`src/rtl/axis_packetizer_if.sv`:
```
// AXI-Stream style link: data, valid, last and ready.
// master drives the beat, slave returns ready.
interface axis_packetizer_if #(
  parameter int DW = 8
);
  logic [DW-1:0] tdata;
  logic          tvalid;
  logic          tlast;
  logic          tready;

  modport master (output tdata, output tvalid, output tlast, input tready);
  modport slave  (input tdata, input tvalid, input tlast, output tready);
endinterface

```
`src/rtl/axis_packetizer.sv`:
```
// Fixed-length packet framer: one header beat carrying len, then len
// payload beats (zero-padded on early input tlast), then k idle cycles.
module axis_packetizer #(
  parameter int DW = 8
) (
  input  logic              clk,
  input  logic              rst,
  axis_packetizer_if.slave  s,
  axis_packetizer_if.master m,
  input  logic [2*DW-1:0]   packet_config,
  output logic              busy
);

  typedef enum logic [1:0] {IDLE, DATA, PAD, GAP} state_t;

  state_t        state_reg;
  logic [DW-1:0] cnt_reg;
  logic [DW-1:0] len_q;
  logic [DW-1:0] k_q;
  logic [DW-1:0] gap_reg;
  logic [DW-1:0] m_tdata_reg;
  logic          m_tvalid_reg;
  logic          m_tlast_reg;

  logic [DW-1:0] cfg_len;
  logic [DW-1:0] cfg_k;
  logic          m_free;
  logic          last_beat;

  assign cfg_len   = packet_config[2*DW-1:DW];
  assign cfg_k     = packet_config[DW-1:0];
  // The output register can take a new beat when empty or draining this cycle.
  assign m_free    = ~m_tvalid_reg | m.tready;
  assign last_beat = (cnt_reg == len_q - DW'(1));

  // Input is only ever accepted in DATA, and only when the output can take it.
  assign s.tready  = (state_reg == DATA) && m_free;
  assign busy      = (state_reg != IDLE);

  assign m.tdata   = m_tdata_reg;
  assign m.tvalid  = m_tvalid_reg;
  assign m.tlast   = m_tlast_reg;

  // Framing FSM with registered output beat.
  always_ff @(posedge clk) begin
    if (rst) begin
      state_reg    <= IDLE;
      cnt_reg      <= '0;
      len_q        <= '0;
      k_q          <= '0;
      gap_reg      <= '0;
      m_tdata_reg  <= '0;
      m_tvalid_reg <= 1'b0;
      m_tlast_reg  <= 1'b0;
    end else begin
      // A completed handshake empties the register unless a new beat loads below.
      if (m_tvalid_reg && m.tready) begin
        m_tvalid_reg <= 1'b0;
        m_tlast_reg  <= 1'b0;
      end

      case (state_reg)
        IDLE: begin
          // len of zero keeps the block parked here.
          if (s.tvalid && (cfg_len != '0) && m_free) begin
            len_q        <= cfg_len;
            k_q          <= cfg_k;
            m_tdata_reg  <= cfg_len;
            m_tvalid_reg <= 1'b1;
            m_tlast_reg  <= 1'b0;
            cnt_reg      <= '0;
            state_reg    <= DATA;
          end
        end

        DATA: begin
          if (s.tvalid && m_free) begin
            m_tdata_reg  <= s.tdata;
            m_tvalid_reg <= 1'b1;
            m_tlast_reg  <= last_beat;
            cnt_reg      <= cnt_reg + DW'(1);
            if (last_beat) begin
              if (k_q != '0) begin
                gap_reg   <= k_q;
                state_reg <= GAP;
              end else begin
                state_reg <= IDLE;
              end
            end else if (s.tlast) begin
              state_reg <= PAD;
            end
          end
        end

        PAD: begin
          if (m_free) begin
            m_tdata_reg  <= '0;
            m_tvalid_reg <= 1'b1;
            m_tlast_reg  <= last_beat;
            cnt_reg      <= cnt_reg + DW'(1);
            if (last_beat) begin
              if (k_q != '0) begin
                gap_reg   <= k_q;
                state_reg <= GAP;
              end else begin
                state_reg <= IDLE;
              end
            end
          end
        end

        GAP: begin
          // Counting starts on the edge that retires the final beat, so the
          // output stays empty for exactly k cycles before the next header.
          if (m_free) begin
            if (gap_reg == DW'(1)) begin
              state_reg <= IDLE;
            end else begin
              gap_reg <= gap_reg - DW'(1);
            end
          end
        end

        default: state_reg <= IDLE;
      endcase
    end
  end

endmodule
```
`src/flat_wrapper.sv`:
```
// flat-port wrapper written by rule: the top's interface ports become plain ports
module axis_packetizer_flat 
#(
  parameter int DW = 8
)
  (clk, rst, packet_config, busy, s_tdata, s_tvalid, s_tlast, s_tready, m_tdata, m_tvalid, m_tlast, m_tready);
  axis_packetizer_if #(.DW(DW)) s_i ();
  axis_packetizer_if #(.DW(DW)) m_i ();
  input  logic clk;
  input  logic rst;
  input  logic [2*DW-1:0] packet_config;
  output logic busy;
  input wire logic [$bits(s_i.tdata)-1:0] s_tdata;
  input wire logic [$bits(s_i.tvalid)-1:0] s_tvalid;
  input wire logic [$bits(s_i.tlast)-1:0] s_tlast;
  output wire logic [$bits(s_i.tready)-1:0] s_tready;
  output wire logic [$bits(m_i.tdata)-1:0] m_tdata;
  output wire logic [$bits(m_i.tvalid)-1:0] m_tvalid;
  output wire logic [$bits(m_i.tlast)-1:0] m_tlast;
  input wire logic [$bits(m_i.tready)-1:0] m_tready;
  assign s_i.tdata = s_tdata;
  assign s_i.tvalid = s_tvalid;
  assign s_i.tlast = s_tlast;
  assign s_tready = s_i.tready;
  assign m_tdata = m_i.tdata;
  assign m_tvalid = m_i.tvalid;
  assign m_tlast = m_i.tlast;
  assign m_i.tready = m_tready;
  axis_packetizer #(.DW(DW)) u_core (.clk(clk), .rst(rst), .s(s_i), .m(m_i), .packet_config(packet_config), .busy(busy));
endmodule
```
`config.mk`:
```
export PLATFORM = sky130hd
export DESIGN_NAME = axis_packetizer_flat
export DESIGN_NICKNAME = d
export VERILOG_FILES = /design/src/rtl/axis_packetizer_if.sv /design/src/rtl/axis_packetizer.sv /design/src/flat_wrapper.sv
export SDC_FILE = /design/constraint.sdc
export NUM_CORES = 1
export LEC_CHECK = 0
export ABC_AREA = 1
export BUFFER_PORTS_ARGS = -buffer_cell sky130_fd_sc_hd__buf_4
export CAP_MARGIN = 20
export CORE_AREA = 2 2 83 85
export DETAILED_ROUTE_END_ITERATION = 10
export DIE_AREA = 0 0 85 87
export PLACE_DENSITY = 0.62
export REMOVE_ABC_BUFFERS = 1
export SYNTH_ARGS = -nofsm -noshare
export SYNTH_HDL_FRONTEND = slang
export SYNTH_SLANG_ARGS = --single-unit
```
`constraint.sdc`:
```
create_clock -name clk -period 4.6 [get_ports clk]
set_input_delay 0.92 -clock clk [delete_from_list [all_inputs] [get_ports clk]]
set_output_delay 0.92 -clock clk [all_outputs]
set_load 0.02 [all_outputs]
```
# Yosys cells after proc, flatten, opt, wreduce, memory -nomap -nowiden

Index checks and enable logic that the tools add are counted.

Divide/modulo/power cells: 0
Shift-type cells: 0
Multiplexer cells: 35
Bitwise logic cells: 2
Eq/ne operators: 13
Reductions and logical operators: 15
Magnitude comparators: 0
Multiply operators: 0
Add/subtract/negate cells: 3

Operator list:

| operator                                         | number |
|---|---|
| 2-to-1 mux 8 bit                                 | 12 |
| case mux 8 bit (3 select lines)                  | 3 |
| 2-to-1 mux 2 bit                                 | 9 |
| nonzero test 8 bit                               | 2 |
| subtractor 8 x 1 -> 8 bit, second input constant | 2 |
| != test 2 x 1 -> 1 bit, second input constant    | 5 |
| adder 8 x 1 -> 8 bit, second input constant      | 1 |
| == test 8 x 1 -> 1 bit, second input constant    | 1 |
| == test 8 bit                                    | 1 |
| 2-to-1 mux 1 bit                                 | 8 |
| case mux 2 bit (4 select lines)                  | 1 |
| AND reduction 7 bit                              | 1 |
| case mux 1 bit (3 select lines)                  | 2 |
| nonzero test 3 bit                               | 2 |
| logical AND 1 bit                                | 5 |
| AND reduction 5 bit                              | 1 |
| == test 2 bit, second input constant             | 2 |
| != test 2 bit, second input constant             | 2 |
| AND reduction 4 bit                              | 1 |
| != test 3 x 2 -> 1 bit, second input constant    | 1 |
| == test 2 x 1 -> 1 bit, second input constant    | 1 |
| zero test 2 bit                                  | 1 |
| AND reduction 2 bit                              | 1 |
| nonzero test 2 bit                               | 1 |
| other kinds (2)                                  | 2 |

Latch bits: 0
Memory bits (writable): 0
Register bits after elaboration: 44
Output and inout port bits: 12
ROM bits: 0
Memories: 0
Input bits: 29
Logic and storage cells: 76

# Depth between registers and ports, before layout

Word-level depth: 5
Mapped depth: 16
Gate-level depth less buffers: 16

# Least setup slack after synthesis

OpenSTA, ideal clock, no wires.

Path kind: input port to output port
From: input port m_tready
To: output port s_tready
Data arrival time: 1.234 ns
Data required time: 3.680 ns
Path buffers: 0
Stages on the path: 2
Slack: 2.446 ns
Cells stage by stage: nor2_4 -> nor2_1

Cells in the longest elaborated chain, start to end: 2

Ends and longest elaborated chain:

| item              | line                  | source |
|---|---|---|
| from (decl)       | flat_wrapper.sv:20    | `input wire logic [$bits(m_i.tready)-1:0] m_tready;` |
| OR 1 bit          | axis_packetizer.sv:33 | `assign m_free = ~m_tvalid_reg \| m.tready;` |
| logical AND 1 bit | axis_packetizer.sv:37 | `assign s.tready = (state_reg == DATA) && m_free;` |
| to (decl)         | flat_wrapper.sv:16    | `output wire logic [$bits(s_i.tready)-1:0] s_tready;` |

Every way passes these cells.

# Worst setup path in the final report

From: input port packet_config[12]
To: register u_core.len_q[4]

Cells in the longest elaborated chain, start to end: 4

Ends and longest elaborated chain:

| item                            | line                  | source |
|---|---|---|
| from (decl)                     | flat_wrapper.sv:11    | `input logic [2*DW-1:0] packet_config;` |
| nonzero test 8 bit              | axis_packetizer.sv:65 | `if (s.tvalid && (cfg_len != '0) && m_free) begin` |
| logical AND 1 bit (2 in series) | axis_packetizer.sv:65 |  |
| AND reduction 2 bit (no line)   | n/a                   |  |
| to (signal assigned)            | axis_packetizer.sv:66 | `len_q <= cfg_len;` |
| to (decl)                       | axis_packetizer.sv:18 | `logic [DW-1:0] len_q;` |

Parallel ways exist; a longest one is shown, timed or not.
A chain may end at the register's enable or synchronous reset.

==> results.toml <==
[status]
outcome = "completed"

[place]
place_inst = 484
dp_slack_ns = 1.96
io_buffers = 40
place_area_mm2 = 0.00287
gp_congestion = 0.847
dp.final_hpwl_um = 4770

[finish]
num_antenna_cells = 0
fin_nets = 448
instances_no_fill = 492
final_common_cell = "nand2_1"
design_area_mm2 = 0.00298
drive_gt1_frac = 0.167
area_growth_pct = 17.6
layout_common_cells = "nand2_1, dfxtp_1, buf_4, nor2_1, inv_1"

[die]
die_height_um = 87
fp-row-count = 30
io_pins = 41
die_w_um = 85
die-area_mm2 = 0.00740
start_util = 0.386
core_area_mm2 = 0.00657

[timing]
worst_slack_ns = 2.28
setup_viol = 0
finalCritPeriodShare = 0.505
rsz0062_at_grt = "false"
fmax_mhz = 431
slew-limit-headroom = 0.336
worstMarginPinSlew_ns = 0.993
finalSetupTns_ns = 0
slew_viol_final = 0
timing.hold.ws_ns = 0.477
min_period_ns = 2.32
clock_skew_ns = 0.00439
hold_violations = 0

[yosys]
yosys.area_share.adder = 0.0395
synth_warnings = 0
syn_area_mm2 = 0.00254
synth.mux.area_fraction = 0
ys_seq_area_frac = 0.347
synth_xor_xnor_area_share = 0.0345
syn_inst = 375
syn_avg_cell_area_um2 = 6.76
synth_simple_gate_area_frac = 0.320
ys_seq_elements = 44
ys_types = 34
synth_compound_area_frac = 0.173
synth_top_family_by_area = "simple AND/OR/NAND/NOR gates"

[worst_setup_path]
start_kind = "input port"
r2r-start = "u_core.state_reg[0]$_SDFFE_PP0P_"
path_class = "input port to flop"
end_kind = "flop"
startpoint = "packet_config[12]"
worstPathMaxFanout = 32
worstPathArrival_ns = 2.55
crit_required_ns = 4.82

[power_and_ir_drop]
sw_frac_of_total = 0.439
combPwrFrac = 0.483
p_sw_uw = 723
power_density_mw_per_mm2 = 552
cellInternalPower_uw = 923
peakVddDrop_uv = 219
pwr-share-clk = 0.184
seq_power_share = 0.333
leakage_nw = 1.28

[clock_tree]
root_buffer = "clkbuf_8"
post_cts_buffers = 0
cts.sinks = 44
ctsResizeCount = 0
cts-buffers-inserted = 5
cts_tree = "done"
max-clock-path-buffers = 2
path_clk_slew_ns = 0.09
h-tree-depth = 2
hold_buffers = 0
clk_latency_ns = 0.31

[detailed_routing]
wl_per_cell_um = 12.5
drt_iter0_drc = 146
postRouteAntennaNets = 0
num_vias = 2455
routed_wl_um = 6140
firstDrtPassIters = 4
drc = 0
routed_via_density = 4.99

[global_route]
grtUsageMet1 = 0.221
grt_use_met2 = 0.313
grt_max_degree = 33
top_usage_layer = "met2"
gr-total-overflow = 0
grt_util_all_layers = 0.178
gr-usage-met3 = 0.0275
grt_pass1_wl_um = 10600
antenna_found_initial = 0
grt_pass1_vias = 2299

[min_path]
hp-class = "flop to flop"
hp-start = "u_core.k_q[1]$_SDFFE_PP0P_"

[flow_run]
maxCapViolations = 0
[cells by family (layout without fill, tap and decap cells)]
family,Yosys count,after routing
buffers and inverters,52,89
AO/OA/AOI/OAI,80,80
flip-flops,44,44
XOR/XNOR,10,10
AND/OR/NAND/NOR,181,181
adder cells (fa/ha/maj),8,8
[layer usage]
metal  vias to the layer above  part of all wire
met5                         -                 0
met4                         0             0.016
met3                         8             0.026
met2                        34              0.50
met1                      1111              0.46
li1                       1302                 -
[power by group through the flow]
stage / sequential [mW] / combinational [mW] / clock (mW)
floorplan: 0.579 / 0.542 / 0
global placement: 0.555 / 0.787 / 0
detailed placement: 0.558 / 0.797 / 0
CTS: 0.549 / 0.801 / 0.310
global route: 0.562 / 0.907 / 0.323
finish: 0.547 / 0.796 / 0.303
[synth_stat cells]
| cell type | n | area, um2 |
|---|---|---|
| nand2_1 | 90 | 338 |
| dfxtp_1 | 44 | 881 |
| nor2_1 | 38 | 143 |
| inv_1 | 36 | 135 |
| o21ai_0 | 33 | 165 |
| a21oi_1 | 31 | 155 |
| nand3_1 | 23 | 115 |
| a31oi_1 | 8 | 50.1 |
| ha_1 | 8 | 100 |
| nor2_2 | 7 | 43.8 |
| clkbuf_1 | 6 | 22.5 |
| nand4_1 | 5 | 31.3 |
| xnor2_1 | 5 | 43.8 |
| xor2_1 | 5 | 43.8 |
| a21oi_2 | 4 | 35.0 |
| buf_2 | 3 | 15.0 |
| inv_2 | 3 | 11.3 |
| nand3b_1 | 3 | 22.5 |
| nor3_1 | 3 | 15.0 |
| nor4_1 | 3 | 18.8 |
| clkinv_1 | 2 | 7.51 |
| nor2_4 | 2 | 22.5 |
| nor3b_1 | 2 | 15.0 |
| a22oi_1 | 1 | 7.51 |
| and2_1 | 1 | 6.26 |
| buf_12 | 1 | 20.0 |
| buf_4 | 1 | 7.51 |
| nand2_2 | 1 | 6.26 |
| nand2_4 | 1 | 11.3 |
| nand3_2 | 1 | 10.0 |
| nand4_2 | 1 | 12.5 |
| o21ai_1 | 1 | 5.00 |
| o22ai_2 | 1 | 12.5 |
| o31ai_1 | 1 | 7.51 |
[area by class of cell]
class | instances | area [um2]
Multi-Input combinational cell | 279 | 1440
Inverter | 41 | 154
Fill cell | 686 | 3590
Clock inverter | 3 | 42.5
Clock buffer | 5 | 68.8
Timing Repair Buffer | 40 | 300
Sequential cell | 44 | 881
Tap cell | 80 | 100
[worst paths after layout]
check	endpoint	slack [ns]	cells past startpoint
worst min register to register	u_core.k_q[1]$_SDFFE_PP0P_	0.48	2
worst min-delay path	u_core.k_q[1]$_SDFFE_PP0P_	0.48	2
worst max-delay path	u_core.len_q[4]$_SDFFE_PP0P_	2.28	6
worst max register to register	u_core.gap_reg[1]$_SDFFE_PP0P_	2.30	8
[through the flow]
step / util / power (mW)
after floorplan: - / 1.12
after global placement: 0.437 / 1.34
after detailed placement: 0.437 / 1.36
after CTS: 0.454 / 1.66
after global routing: 0.454 / 1.79
final: 0.454 / 1.65
[critical path: stages]
cell     delay [ns]
buf_4          0.12
nor4_1         0.27
nand2_1        0.15
nand3_1        0.71
o21ai_0        0.20
a21oi_1        0.17
Power figures use the tool's default switching activity.
